<file path="src/rtl/vga_sync_tracker_if.sv">
// Signal bundle between the sync pins (or generator loopback) and the sync tracker.
// The master drives the active-low syncs; the slave returns measurements and recovered timing.
interface vga_sync_tracker_if;
    logic        vga_h_sync;
    logic        vga_v_sync;
    logic [10:0] line_len;
    logic [9:0]  frame_lines;
    logic        locked;
    logic [10:0] CounterX;
    logic [9:0]  CounterY;
    logic        inDisplayArea;
    logic        frame_start;

    modport master (
        output vga_h_sync,
        output vga_v_sync,
        input  line_len,
        input  frame_lines,
        input  locked,
        input  CounterX,
        input  CounterY,
        input  inDisplayArea,
        input  frame_start
    );

    modport slave (
        input  vga_h_sync,
        input  vga_v_sync,
        output line_len,
        output frame_lines,
        output locked,
        output CounterX,
        output CounterY,
        output inDisplayArea,
        output frame_start
    );
endinterface

</file>
<file path="src/rtl/vga_sync_tracker.sv">
// Follows foreign VGA timing: measures line/frame length from the incoming syncs,
// declares lock once both are stable, and regenerates pixel coordinates and a display flag.
module vga_sync_tracker #(
    parameter logic [10:0] H_BP     = 11'd64,
    parameter logic [10:0] H_ACTIVE = 11'd1280,
    parameter logic [9:0]  V_BP     = 10'd2,
    parameter logic [9:0]  V_ACTIVE = 10'd480,
    parameter int unsigned H_MATCH  = 3
) (
    input  logic              clk,
    input  logic              rst,
    vga_sync_tracker_if.slave sync_if
);

    localparam logic [10:0] X_MAX     = 11'h7FF;
    localparam logic [9:0]  Y_MAX     = 10'h3FF;
    localparam logic [2:0]  H_MATCH_N = 3'(H_MATCH);
    localparam logic [10:0] H_END     = H_BP + H_ACTIVE;
    localparam logic [9:0]  V_END     = V_BP + V_ACTIVE;

    typedef enum logic [1:0] {
        SEARCH = 2'd0,
        H_OK   = 2'd1,
        LOCKED = 2'd2
    } state_t;

    state_t      state_q, state_d;

    logic        h_meta_q, h_sync_q, h_hist_q;
    logic        v_meta_q, v_sync_q, v_hist_q;
    logic        hf, vf;

    logic [10:0] x_cnt_q, x_cnt_d;
    logic [9:0]  y_cnt_q, y_cnt_d;
    logic        x_to, y_to;

    logic [10:0] line_len_q, line_len_d, line_len_new;
    logic [9:0]  frame_lines_q, frame_lines_d, frame_lines_new;
    logic [2:0]  h_match_q, h_match_d;
    logic        h_eq, h_mismatch, v_same;

    logic [10:0] counter_x_q, counter_x_d;
    logic [9:0]  counter_y_q, counter_y_d;
    logic        disp_q, disp_d;
    logic        frame_start_q;

    // Syncs idle high, so the synchronizer and history come out of reset at 1
    // to avoid a false falling edge right after release.
    always_ff @(posedge clk) begin
        if (rst) begin
            h_meta_q <= 1'b1;
            h_sync_q <= 1'b1;
            h_hist_q <= 1'b1;
            v_meta_q <= 1'b1;
            v_sync_q <= 1'b1;
            v_hist_q <= 1'b1;
        end else begin
            h_meta_q <= sync_if.vga_h_sync;
            h_sync_q <= h_meta_q;
            h_hist_q <= h_sync_q;
            v_meta_q <= sync_if.vga_v_sync;
            v_sync_q <= v_meta_q;
            v_hist_q <= v_sync_q;
        end
    end

    assign hf = ~h_sync_q & h_hist_q;
    assign vf = ~v_sync_q & v_hist_q;

    assign x_to = (x_cnt_q == X_MAX);
    assign y_to = (y_cnt_q == Y_MAX);

    assign line_len_new    = x_cnt_q + 11'd1;
    assign frame_lines_new = y_cnt_q + 10'd1;
    assign h_eq            = (line_len_new == line_len_q);
    assign h_mismatch      = hf & ~h_eq;
    assign v_same          = (frame_lines_new == frame_lines_q);

    always_comb begin
        x_cnt_d       = x_cnt_q;
        y_cnt_d       = y_cnt_q;
        line_len_d    = line_len_q;
        frame_lines_d = frame_lines_q;
        h_match_d     = h_match_q;

        if (hf) begin
            x_cnt_d = '0;
        end else if (!x_to) begin
            x_cnt_d = x_cnt_q + 11'd1;
        end

        // vf wins over a coincident hf; that hf is already counted in frame_lines_new
        if (vf) begin
            y_cnt_d = '0;
        end else if (hf && !y_to) begin
            y_cnt_d = y_cnt_q + 10'd1;
        end

        if (hf) begin
            line_len_d = line_len_new;
        end
        if (vf) begin
            frame_lines_d = frame_lines_new;
        end

        if (x_to || y_to) begin
            h_match_d = '0;
        end else if (hf) begin
            if (!h_eq) begin
                h_match_d = '0;
            end else if (h_match_q < H_MATCH_N) begin
                h_match_d = h_match_q + 3'd1;
            end
        end
    end

    always_comb begin
        state_d = state_q;
        unique case (state_q)
            SEARCH: begin
                if (h_match_q == H_MATCH_N && !h_mismatch) begin
                    state_d = H_OK;
                end
            end
            H_OK: begin
                if (h_mismatch) begin
                    state_d = SEARCH;
                end else if (vf && v_same) begin
                    state_d = LOCKED;
                end
            end
            LOCKED: begin
                if (h_mismatch || (vf && !v_same)) begin
                    state_d = SEARCH;
                end
            end
            default: state_d = SEARCH;
        endcase
        if (x_to || y_to) begin
            state_d = SEARCH;
        end
    end

    always_ff @(posedge clk) begin
        if (rst) begin
            state_q <= SEARCH;
        end else begin
            state_q <= state_d;
        end
    end

    // Recovered outputs trail x_cnt/y_cnt by one register; consumers absorb it through H_BP.
    always_comb begin
        counter_x_d = x_cnt_q - H_BP;
        counter_y_d = y_cnt_q - V_BP;
        disp_d      = (state_q == LOCKED)
                    && (x_cnt_q >= H_BP) && (x_cnt_q < H_END)
                    && (y_cnt_q >= V_BP) && (y_cnt_q < V_END);
    end

    always_ff @(posedge clk) begin
        if (rst) begin
            x_cnt_q       <= '0;
            y_cnt_q       <= '0;
            line_len_q    <= '0;
            frame_lines_q <= '0;
            h_match_q     <= '0;
            counter_x_q   <= '0;
            counter_y_q   <= '0;
            disp_q        <= 1'b0;
            frame_start_q <= 1'b0;
        end else begin
            x_cnt_q       <= x_cnt_d;
            y_cnt_q       <= y_cnt_d;
            line_len_q    <= line_len_d;
            frame_lines_q <= frame_lines_d;
            h_match_q     <= h_match_d;
            counter_x_q   <= counter_x_d;
            counter_y_q   <= counter_y_d;
            disp_q        <= disp_d;
            frame_start_q <= vf;
        end
    end

    assign sync_if.line_len      = line_len_q;
    assign sync_if.frame_lines   = frame_lines_q;
    assign sync_if.locked        = (state_q == LOCKED);
    assign sync_if.CounterX      = counter_x_q;
    assign sync_if.CounterY      = counter_y_q;
    assign sync_if.inDisplayArea = disp_q;
    assign sync_if.frame_start   = frame_start_q;

endmodule
</file>
<file path="src/flat_wrapper.sv">
// flat-port wrapper written by rule: the top's interface ports become plain ports
module vga_sync_tracker_flat 
#(
    parameter logic [10:0] H_BP     = 11'd64,
    parameter logic [10:0] H_ACTIVE = 11'd1280,
    parameter logic [9:0]  V_BP     = 10'd2,
    parameter logic [9:0]  V_ACTIVE = 10'd480,
    parameter int unsigned H_MATCH  = 3
)
  (clk, rst, sync_if_vga_h_sync, sync_if_vga_v_sync, sync_if_line_len, sync_if_frame_lines, sync_if_locked, sync_if_CounterX, sync_if_CounterY, sync_if_inDisplayArea, sync_if_frame_start);
  vga_sync_tracker_if sync_if_i ();
  input  logic clk;
  input  logic rst;
  input wire logic [$bits(sync_if_i.vga_h_sync)-1:0] sync_if_vga_h_sync;
  input wire logic [$bits(sync_if_i.vga_v_sync)-1:0] sync_if_vga_v_sync;
  output wire logic [$bits(sync_if_i.line_len)-1:0] sync_if_line_len;
  output wire logic [$bits(sync_if_i.frame_lines)-1:0] sync_if_frame_lines;
  output wire logic [$bits(sync_if_i.locked)-1:0] sync_if_locked;
  output wire logic [$bits(sync_if_i.CounterX)-1:0] sync_if_CounterX;
  output wire logic [$bits(sync_if_i.CounterY)-1:0] sync_if_CounterY;
  output wire logic [$bits(sync_if_i.inDisplayArea)-1:0] sync_if_inDisplayArea;
  output wire logic [$bits(sync_if_i.frame_start)-1:0] sync_if_frame_start;
  assign sync_if_i.vga_h_sync = sync_if_vga_h_sync;
  assign sync_if_i.vga_v_sync = sync_if_vga_v_sync;
  assign sync_if_line_len = sync_if_i.line_len;
  assign sync_if_frame_lines = sync_if_i.frame_lines;
  assign sync_if_locked = sync_if_i.locked;
  assign sync_if_CounterX = sync_if_i.CounterX;
  assign sync_if_CounterY = sync_if_i.CounterY;
  assign sync_if_inDisplayArea = sync_if_i.inDisplayArea;
  assign sync_if_frame_start = sync_if_i.frame_start;
  vga_sync_tracker #(.H_BP(H_BP), .H_ACTIVE(H_ACTIVE), .V_BP(V_BP), .V_ACTIVE(V_ACTIVE), .H_MATCH(H_MATCH)) u_core (.clk(clk), .rst(rst), .sync_if(sync_if_i));
endmodule
</file>
<file path="config.mk">
export PLATFORM = sky130hd
export DESIGN_NAME = vga_sync_tracker_flat
export DESIGN_NICKNAME = d
export VERILOG_FILES = /design/src/rtl/vga_sync_tracker_if.sv /design/src/rtl/vga_sync_tracker.sv /design/src/flat_wrapper.sv
export SDC_FILE = /design/constraint.sdc
export NUM_CORES = 1
export LEC_CHECK = 0
export ABC_AREA = 1
export CORE_AREA = 2 2 81 83
export CTS_CLUSTER_DIAMETER = 30
export DETAILED_ROUTE_END_ITERATION = 6
export DIE_AREA = 0 0 83 85
export GPL_ROUTABILITY_DRIVEN = 0
export MAX_ROUTING_LAYER = met4
export PLACE_DENSITY = 0.83
export SLEW_MARGIN = 10
export SYNTH_ARGS = -nofsm -noshare
export SYNTH_HDL_FRONTEND = slang
export SYNTH_SLANG_ARGS = --single-unit
</file>
<file path="constraint.sdc">
create_clock -name clk -period 5.74 [get_ports clk]
set_clock_uncertainty 0.15 [all_clocks]
set_input_delay 1.148 -clock clk [delete_from_list [all_inputs] [get_ports clk]]
set_output_delay 1.148 -clock clk [all_outputs]
set_load 0.01 [all_outputs]
</file>
==> results of run 1 <==
## cell type report
| type | count | area [um^2] |
|---|---|---|
| clock inverters | 2 | 10.0 |
| multi-input cells | 336 | 1690 |
| repair buffers | 49 | 488 |
| inverters | 71 | 268 |
| clock buffers | 13 | 159 |
| well taps | 77 | 96.3 |
| fillers | 512 | 1970 |
| flip-flops and latches | 76 | 1520 |
## state kept, by name, indices dropped and copies added (netlist names)
register,cells
u_core.h_meta_q,1
u_core.h_sync_q,1
u_core.h_hist_q,1
u_core.sync_if.CounterX,11
u_core.sync_if.frame_lines,10
u_core.sync_if.CounterY,10
u_core.v_hist_q,1
u_core.sync_if.frame_start,1
u_core.h_match_q,3
u_core.v_meta_q,1
u_core.sync_if.inDisplayArea,1
u_core.x_cnt_q,11
u_core.sync_if.line_len,11
u_core.y_cnt_q,10
u_core.state_q,2
u_core.v_sync_q,1
## power by group
group	switching (mW)	internal, mW
Clock	0.188	0.177
Combinational	0.0623	0.0463
Sequential	0.0139	0.546
## layer usage
layer	vias up	GRT usage
li1	1687	-
met1	1492	0.277
met2	107	0.422
met3	30	0.0370
met4	0	0.124
met5	-	-
## how the worst max path moves through the flow
| stage | depth (start not counted) | start | to |
|---|---|---|---|
| 6_report | 5 | rst | u_core.sync_if.frame_lines[5] |
| 5_1_grt | 5 | rst | u_core.sync_if.frame_lines[6] |
| 4_1_cts | 5 | rst | u_core.sync_if.frame_lines[6] |
| 3_5_place_dp | 5 | rst | u_core.sync_if.frame_lines[6] |
| 3_3_place_gp | 5 | rst | u_core.sync_if.frame_lines[4] |
| 2_1_floorplan | 5 | rst | u_core.sync_if.line_len[8] |
## kinds of logic after synthesis
family                   after synthesis
flip-flops                            76
XOR/XNOR                               5
AND/OR/NAND/NOR                      237
AO/OA/AOI/OAI                         84
adder cells (fa/ha/maj)               10
buffers and inverters                 82
## worst max-delay path: stages
cell             delay, ps
clkdlybuf4s50_1        400
buf_4                  220
nor2_1                 540
clkinv_1               450
o22ai_1                280
## cell usage after synthesis (all sizes together)
| master | count | area, um^2 |
|---|---|---|
| nand2 | 128 | 493 |
| dfxtp | 76 | 1520 |
| inv | 69 | 259 |
| nor2 | 49 | 211 |
| nand3 | 42 | 220 |
| a21oi | 33 | 173 |
| o21ai | 29 | 156 |
| o22ai | 15 | 93.8 |
| ha | 10 | 125 |
| clkbuf | 9 | 35.0 |
| nand4 | 8 | 56.3 |
| or2 | 7 | 43.8 |
| xor2 | 3 | 26.3 |
| a211oi | 2 | 15.0 |
| buf | 2 | 12.5 |
| clkinv | 2 | 8.75 |
| o21a | 2 | 15.0 |
| xnor2 | 2 | 17.5 |
| a22o | 1 | 8.76 |
| a31oi | 1 | 6.26 |
| a41oi | 1 | 8.76 |
| nand3b | 1 | 7.51 |
| nor3 | 1 | 5.00 |
| nor4 | 1 | 6.26 |
## layout by cell type (no fill, tap or decap), types with 6 or more instances in the layout
cell type	instances
inv_1	67
nand2_1	123
o22ai_1	15
nand3_1	40
clkbuf_8	11
dfxtp_1	76
or2_2	6
nor2_1	42
ha_1	10
nand4_1	7
clkdlybuf4s50_1	48
o21ai_0	24
a21oi_1	31
## stage by stage
| step | std cells | cell area, um^2 | util |
|---|---|---|---|
| 3_5_place_dp | 609 | 4060 | 0.655 |
| 6_report | 624 | 4230 | 0.682 |
| 3_3_place_gp | 609 | 4060 | 0.655 |
| 2_1_floorplan | 494 | 3530 | - |
| 4_1_cts | 624 | 4230 | 0.682 |
| 5_1_grt | 624 | 4230 | 0.682 |
==> flow_metrics.tcl, run 1 <==
set metrics [dict create \
    cts.sinks 76 \
    powerDensity_mw_per_mm2 244 \
    grt_pass1_wl_um 13600 \
    diodes 0 \
    synth.ff_latch_count 76 \
    initial_core_util 0.568 \
    r2r_setup_slack_ps 3150 \
    fin_nets 557 \
    overflow 0 \
    core_area_mm2 0.00620 \
    fin_crit_sh 0.510 \
    synth_compound_gate_area_share 0.135 \
    setup_viol 0 \
    cts_resized 0 \
    dp_slack_ps 2470 \
    p_leak_nw 1.82 \
    antenna_found_initial 0 \
    timing.fmax_mhz 342 \
    dr_wl_met2_um 4030 \
    die_area_mm2 0.00706 \
    cts_buffers 9 \
    min_from "u_core.v_meta_q" \
    post_cts_buffers 0 \
    synth_fa_ha_area_frac 0.0355 \
    reg2reg_to "u_core.state_q[1]" \
    synthMuxAreaShare 0 \
    detail_route.wl_per_cell_um 13.0 \
    io_pins 49 \
    track_usage 0.245 \
    grt_pass1_vias 3074 \
    crit_arrival_ps 3040 \
    yosysWarnings 0 \
    syn_inst 494 \
    worst-setup-path-type "in -> reg" \
    cp.required_ps 5860 \
    maxUsedRoutingLayer "met4" \
    slew_headroom 0.564 \
    dp_hpwl_um 6060 \
    cp-start-kind "primary input" \
    worstSkewPairLatency_ps 350 \
    synth_xor_area_frac 0.0124 \
    clk_pin_slew_worst_paths_ps 70 \
    total_power_mw 1.03 \
    syn_avg_cell_area_um2 7.14 \
    cts_buffer_depth 2 \
    synth-simple-area-share 0.296 \
    grt_setup_unrepaired "false" \
    wl_um 8130 \
    hold_violations 0 \
    drc 0 \
    fin_worst_hold_slack_ps 270 \
    wl_met1_um 3480 \
    period_needed_ps 2930 \
    status "finished, final reports clean" \
    drive_above_1_share 0.0750 \
    dr.pass1.iters 5 \
    ir_drop_mv 0.150 \
    cap_violations 0 \
    worstPathMaxFanout 27 \
    layout_setup_ws_ps 2810 \
    endpoint_kind "register" \
    viasPerCell 5.31 \
    setup_tns_ps 0 \
    syn-num-nets 508 \
    synth_top_family_by_area "simple AND/OR/NAND/NOR gates" \
    area_delta_synth_final_pct 20.0 \
    core.rowCount 29 \
    ys_types 37 \
    grt_max_degree 28 \
    syn-cell-area_mm2 0.00353 \
    tritoncts "done" \
    route.met3.wl_um 349 \
    slew_violations 0 \
    holdPathStages 1 \
    h-tree-depth 3 \
    ys_seq_area_frac 0.432 \
    worst_slew_pin_slew_ps 652 \
    io_buffers 48 \
    cts_root_buf "clkbuf_8" \
    ant_nets 0 \
    reg2regPathDepth 14 \
    die_y_um 85 \
    via_count 3316 \
    hold_buffers 0 \
    die_w_um 83 \
    rr_startpoint "u_core.x_cnt_q[1]" \
    min_path_type "reg -> reg" \
    whs_endpoint "u_core.v_sync_q" \
    drt_iter0_drc 193 \
]
(Power assumes the default switching activity.)
==> run 2: changes to the inputs <==
--- a/config.mk
+++ b/config.mk
@@ -6,13 +6,13 @@
 export NUM_CORES = 1
 export LEC_CHECK = 0
 export ABC_AREA = 1
-export CORE_AREA = 2 2 81 83
+export CORE_AREA = 2 2 88 90
 export CTS_CLUSTER_DIAMETER = 30
 export DETAILED_ROUTE_END_ITERATION = 6
-export DIE_AREA = 0 0 83 85
+export DIE_AREA = 0 0 90 92
 export GPL_ROUTABILITY_DRIVEN = 0
 export MAX_ROUTING_LAYER = met4
-export PLACE_DENSITY = 0.83
+export PLACE_DENSITY = 0.75
 export SLEW_MARGIN = 10
 export SYNTH_ARGS = -nofsm -noshare
 export SYNTH_HDL_FRONTEND = slang
==> constraint.sdc (replaced) <==
create_clock -name clk -period 2.5 [get_ports clk]
set_clock_uncertainty 0.15 [all_clocks]
set_input_delay 0.5 -clock clk [delete_from_list [all_inputs] [get_ports clk]]
set_output_delay 0.5 -clock clk [all_outputs]
set_load 0.01 [all_outputs]
==> run 2 against run 1 <==
Against the previous run: total power increased by 130%; routed wire length rose by 6.5%; sequential share of layout area decreased by 0.70 points; count of clock-buffer cells in the layout increased by 1; critical endpoint is now u_core.state_q[1]; non-clock buffer count up 9; cell count up 5.6%.
==> flow_metrics.tcl, run 2 (synthesis gave the netlist of run 1 again) <==
set metrics [dict create \
    fin_nets 566 \
    viasPerCell 5.14 \
    post_cts_buffers 0 \
    drive_above_1_share 0.0952 \
    fin_crit_sh 0.908 \
    drt_iter0_drc 203 \
    track_usage 0.225 \
    h-tree-depth 3 \
    cts_buffer_depth 2 \
    dr.pass1.iters 5 \
    min_path_type "reg -> reg" \
    path_common_cell "nand2_1" \
    endpoint_kind "register" \
    core.rowCount 32 \
    cts.sinks 76 \
    powerDensity_mw_per_mm2 550 \
    hold_buffers 0 \
    timing.fmax_mhz 441 \
    die_w_um 90 \
    clk_pin_slew_worst_paths_ps 80 \
    drc 0 \
    overflow 0 \
    period_needed_ps 2270 \
    die_area_mm2 0.00828 \
    setup_viol 0 \
    slew_headroom 0.701 \
    worst_slew_pin_slew_ps 446 \
    core_area_mm2 0.00745 \
    post_dp_cell_area_mm2 0.00416 \
    layout_common_cells "123 x nand2_1, 72 x dfxtp_1, 67 x inv_1, 48 x clkdlybuf4s50_1, 42 x nor2_1" \
    grt_max_degree 17 \
    fin_area_mm2 0.00433 \
    initial_core_util 0.473 \
    setup_tns_ps 0 \
    cp-start-kind "register" \
    io_buffers 48 \
    worstSkewPairLatency_ps 360 \
    r2r_setup_slack_ps 230 \
    grt_pass1_vias 3127 \
    detail_route.wl_per_cell_um 13.1 \
    grt_pass1_wl_um 14400 \
    crit_arrival_ps 2370 \
    grt_setup_unrepaired "false" \
    crit_slowest_cell "dfxtp_2" \
    cap_violations 0 \
    cts_root_buf "clkbuf_8" \
    cts_resized 0 \
    dp_hpwl_um 6410 \
    io_pins 49 \
    area_delta_synth_final_pct 22.8 \
    worstPathMaxFanout 6 \
    cp.required_ps 2600 \
    die_y_um 92 \
    wl_um 8660 \
    ant_nets 0 \
    worst-setup-path-type "reg -> reg" \
    p_leak_nw 1.86 \
    diodes 0 \
    tritoncts "done" \
    ir_drop_mv 0.337 \
    status "finished, final reports clean" \
    cp_cell_sequence "ha_1 > nand3_2 > clkinv_2 > nand2_2 > o21ai_1 > nand3_1 > nand2_1 > nand2_2 > o21ai_4 > nand2_1 > nand2_1 > nand3_1 > nand2_1 > nor2_1" \
    mostFrequentLayoutCell "nand2_1" \
    via_count 3388 \
    worst_path_largest_cell_delay_ps 390 \
    slew_violations 0 \
    antenna_found_initial 0 \
    hold_violations 0 \
    cts_buffers 9 \
]
==> run 2: cell count changes in the layout (fill, tap and decap cells not counted) <==
| cell | change |
|---|---|
| clkbuf_1 | +2 |
| dfxtp_1 | -4 |
| buf_4 | +9 |
| clkbuf_8 | -1 |
| dfxtp_2 | +4 |
==> run 2: layout make-up <==
| class | instances | area (um^2) |
|---|---|---|
| Fill cell | 715 | 3120 |
| Clock inverter | 2 | 10.0 |
| Inverter | 71 | 268 |
| Multi-Input combinational cell | 336 | 1690 |
| Timing Repair Buffer | 58 | 556 |
| Sequential cell | 76 | 1530 |
| Tap cell | 102 | 128 |
| Clock buffer | 14 | 153 |
==> run 2: metrics by stage <==
stage | total power, mW | util | hold slack (ps) | setup slack (ps) | instances
finish | 2.38 | 0.581 | 253 | 231 | 659
global route | 2.49 | 0.581 | 272 | 26.5 | 659
CTS | 2.39 | 0.581 | 255 | 145 | 659
detailed placement | 1.57 | 0.559 | 244 | 164 | 643
global placement | 1.57 | 0.559 | 244 | 256 | 643
floorplan | 1.46 | - | 239 | 477 | 494
==> run 2: where the power goes <==
part | internal, mW | switching [mW]
Combinational | 0.114 | 0.152
Sequential | 1.25 | 0.0296
Clock | 0.387 | 0.444
Total | 1.75 | 0.625
==> run 2: metal layers <==
metal,GRT usage,vias to the layer above,share of wire
li1,-,1707,-
met1,0.269,1524,0.44
met2,0.353,126,0.48
met3,0.0411,31,0.047
met4,0.138,0,0.040
met5,-,-,0
==> run 2: final timing paths <==
check / startpoint / end / cells past startpoint
max reg2reg: u_core.x_cnt_q[0] / u_core.state_q[1] / 14
max: u_core.x_cnt_q[0] / u_core.state_q[1] / 14
min reg2reg: u_core.v_meta_q / u_core.v_sync_q / 1
min: u_core.v_meta_q / u_core.v_sync_q / 1
==> run 2: critical path: cells and delay by family, from the launching register on <==
family          cells  cell delay (ps)
simple gates       10              800
fa+ha+maj           1              220
flops               1              390
compound gates      2              460
buf+inv             1              120
==> run 3: changes to the inputs <==
--- a/config.mk
+++ b/config.mk
@@ -6,10 +6,10 @@
 export NUM_CORES = 1
 export LEC_CHECK = 0
 export ABC_AREA = 1
-export CORE_AREA = 2 2 88 90
+export CORE_AREA = 2 2 84 94
 export CTS_CLUSTER_DIAMETER = 30
 export DETAILED_ROUTE_END_ITERATION = 6
-export DIE_AREA = 0 0 90 92
+export DIE_AREA = 0 0 86 96
 export GPL_ROUTABILITY_DRIVEN = 0
 export MAX_ROUTING_LAYER = met4
 export PLACE_DENSITY = 0.75
==> constraint.sdc (replaced) <==
create_clock -name clk -period 2 [get_ports clk]
set_clock_uncertainty 0.15 [all_clocks]
set_input_delay 0.4 -clock clk [delete_from_list [all_inputs] [get_ports clk]]
set_output_delay 0.4 -clock clk [all_outputs]
set_load 0.01 [all_outputs]
==> run 3 against run 2 <==
Against the previous run: the flow now finishes with violations (negative setup slack); register-to-register slack worse by 440 ps; worst hold slack better by 23 ps; highest routed layer unchanged; sequential cell count stayed put; sequential power is 25% higher; core utilization is 8.9 points higher.
==> flow_metrics.tcl, run 3 (synthesis gave the netlist of run 1 again) <==
set metrics [dict create \
    initial_core_util 0.482 \
    cp_cell_sequence "ha_4 > inv_4 > nand2_4 > nand2_2 > nand2_1 > nand2_1 > nor2_1 > nand2_1 > nor2_2 > nand3_2 > nor2_2 > nand2_1 > or2_1 > a21oi_2" \
    cts_buffers 9 \
    p_leak_nw 2.14 \
    hold_buffers 0 \
    overflow 0 \
    drt_iter0_drc 196 \
    slew_violations 0 \
    cts_buffer_depth 2 \
    dr.pass1.iters 6 \
    worst_path_largest_cell_delay_ps 380 \
    cp.required_ps 2140 \
    busiest_layer "met2" \
    hold_violations 0 \
    diodes 0 \
    fin_crit_sh 1.11 \
    die_w_um 86 \
    antenna_found_initial 0 \
    tritoncts "done" \
    grt_pass1_vias 3353 \
    powerDensity_mw_per_mm2 652 \
    wl_um 9850 \
    r2r_setup_slack_ps -210 \
    ant_nets 0 \
    cp_top_family "simple AND/OR/NAND/NOR gates" \
    setup_viol 5 \
    clk_pin_slew_worst_paths_ps 70 \
    drive_above_1_share 0.236 \
    use_met3 0.0352 \
    drc 0 \
    viasPerCell 5.22 \
    core.rowCount 33 \
    status "finished with violations" \
    endpoint_kind "register" \
    worst-setup-path-type "reg -> reg" \
    setup_tns_ps -718 \
    die_y_um 96 \
    layout_setup_ws_ps -210 \
    whs_endpoint "u_core.v_hist_q" \
    dp_slack_ps -166 \
    grt_pass1_wl_um 15500 \
    path_common_cell "nand2_1" \
    h-tree-depth 3 \
    cap_violations 0 \
    dp_hpwl_um 6720 \
    io_buffers 48 \
    gr-usage-met1 0.272 \
    grt_max_degree 18 \
    grt_setup_unrepaired "true" \
    mostFrequentLayoutCell "nand2_1" \
    ir_drop_mv 0.406 \
    worst_slew_pin_slew_ps 615 \
    fin_nets 609 \
    fillCellCount 596 \
    slew_headroom 0.587 \
    timing.fmax_mhz 452 \
    met2_usage 0.437 \
    area_delta_synth_final_pct 39.0 \
    worstSkewPairLatency_ps 360 \
    io_pins 49 \
    core_area_mm2 0.00731 \
    holdPathStages 2 \
    rr_startpoint "u_core.x_cnt_q[0]" \
    die_area_mm2 0.00826 \
    crit_slowest_cell "dfxtp_4" \
    failed_checks "negative setup slack" \
    reg2regPathDepth 14 \
    cts.sinks 76 \
    detail_route.wl_per_cell_um 14.4 \
    track_usage 0.250 \
    min_from "u_core.v_sync_q" \
    worstPathMaxFanout 3 \
    min_path_type "reg -> reg" \
    crit_buf_inv 1 \
    cts_root_buf "clkbuf_8" \
    cp-start-kind "register" \
    via_count 3578 \
    layout_common_cells "108 x nand2_1, 64 x inv_1, 64 x dfxtp_1, 47 x clkdlybuf4s50_1, 47 x buf_4" \
    crit_arrival_ps 2350 \
    period_needed_ps 2210 \
    reg2reg_to "u_core.h_match_q[2]" \
]
-- run 3: changes by cell type in the layout (fill, tap and decap cells not counted), sizes merged --
cell	before	now
buf	10	53
bufinv	0	1
clkbuf	14	12
clkdlybuf4s50	48	47
clkinv	4	3
dlygate4sd2	0	1
-- run 3: timing repair --
item                                    CTS  global route
endpoints found under the setup margin    6             8
buffers inserted                          6             5
gates resized for setup                  32            37
pin swaps                                 9            24
-- run 3: cell type report --
cell class	instances	area (um^2)	area share
multi-input combinational	336	1860	0.380
clock inverter	2	35.0	0.00715
inverter	71	277	0.0564
sequential	76	1550	0.315
clock buffer	12	155	0.0316
timing repair buffer	101	917	0.187
tap	87	109	0.0222
-- run 3: tightest hold or removal path, cell delays in order (launching register included) --
cell and delay, ps:
dfxtp_1 310, inv_1 50, nand2_1 40
-- run 3: where the power goes --
| group | switching, mW | total, mW | internal (mW) |
|---|---|---|---|
| clock network | 0.555 | 1.18 | 0.630 |
| registers | 0.0374 | 1.60 | 1.57 |
| logic | 0.216 | 0.411 | 0.195 |
-- run 3: worst max path at each step --
| stage | startpoint | endpoint | cells after the start |
|---|---|---|---|
| floorplan | u_core.x_cnt_q[7] | u_core.state_q[1] | 16 |
| global placement | u_core.x_cnt_q[0] | u_core.state_q[1] | 13 |
| detailed placement | u_core.x_cnt_q[0] | u_core.state_q[1] | 16 |
| CTS | u_core.x_cnt_q[1] | u_core.h_match_q[2] | 14 |
| global route | u_core.x_cnt_q[0] | u_core.h_match_q[2] | 14 |
| finish | u_core.x_cnt_q[0] | u_core.h_match_q[2] | 14 |
-- run 3: routing by layer --
layer  vias up  wire [um]
met5         -          0
met4         0        412
met3        34        422
met2       136       4930
met1      1613       4090
li1       1795          -
-- run 3: stage by stage --
stage	instances	power, mW	instance area (um^2)	util	hold slack (ps)
after detailed placement	662	2.00	4430	0.606	264
final	685	3.20	4900	0.671	276
after global placement	662	2.00	4430	0.606	243
after CTS	682	3.18	4760	0.652	280
after global routing	685	3.31	4900	0.671	288
after floorplan	494	1.83	3530	-	239
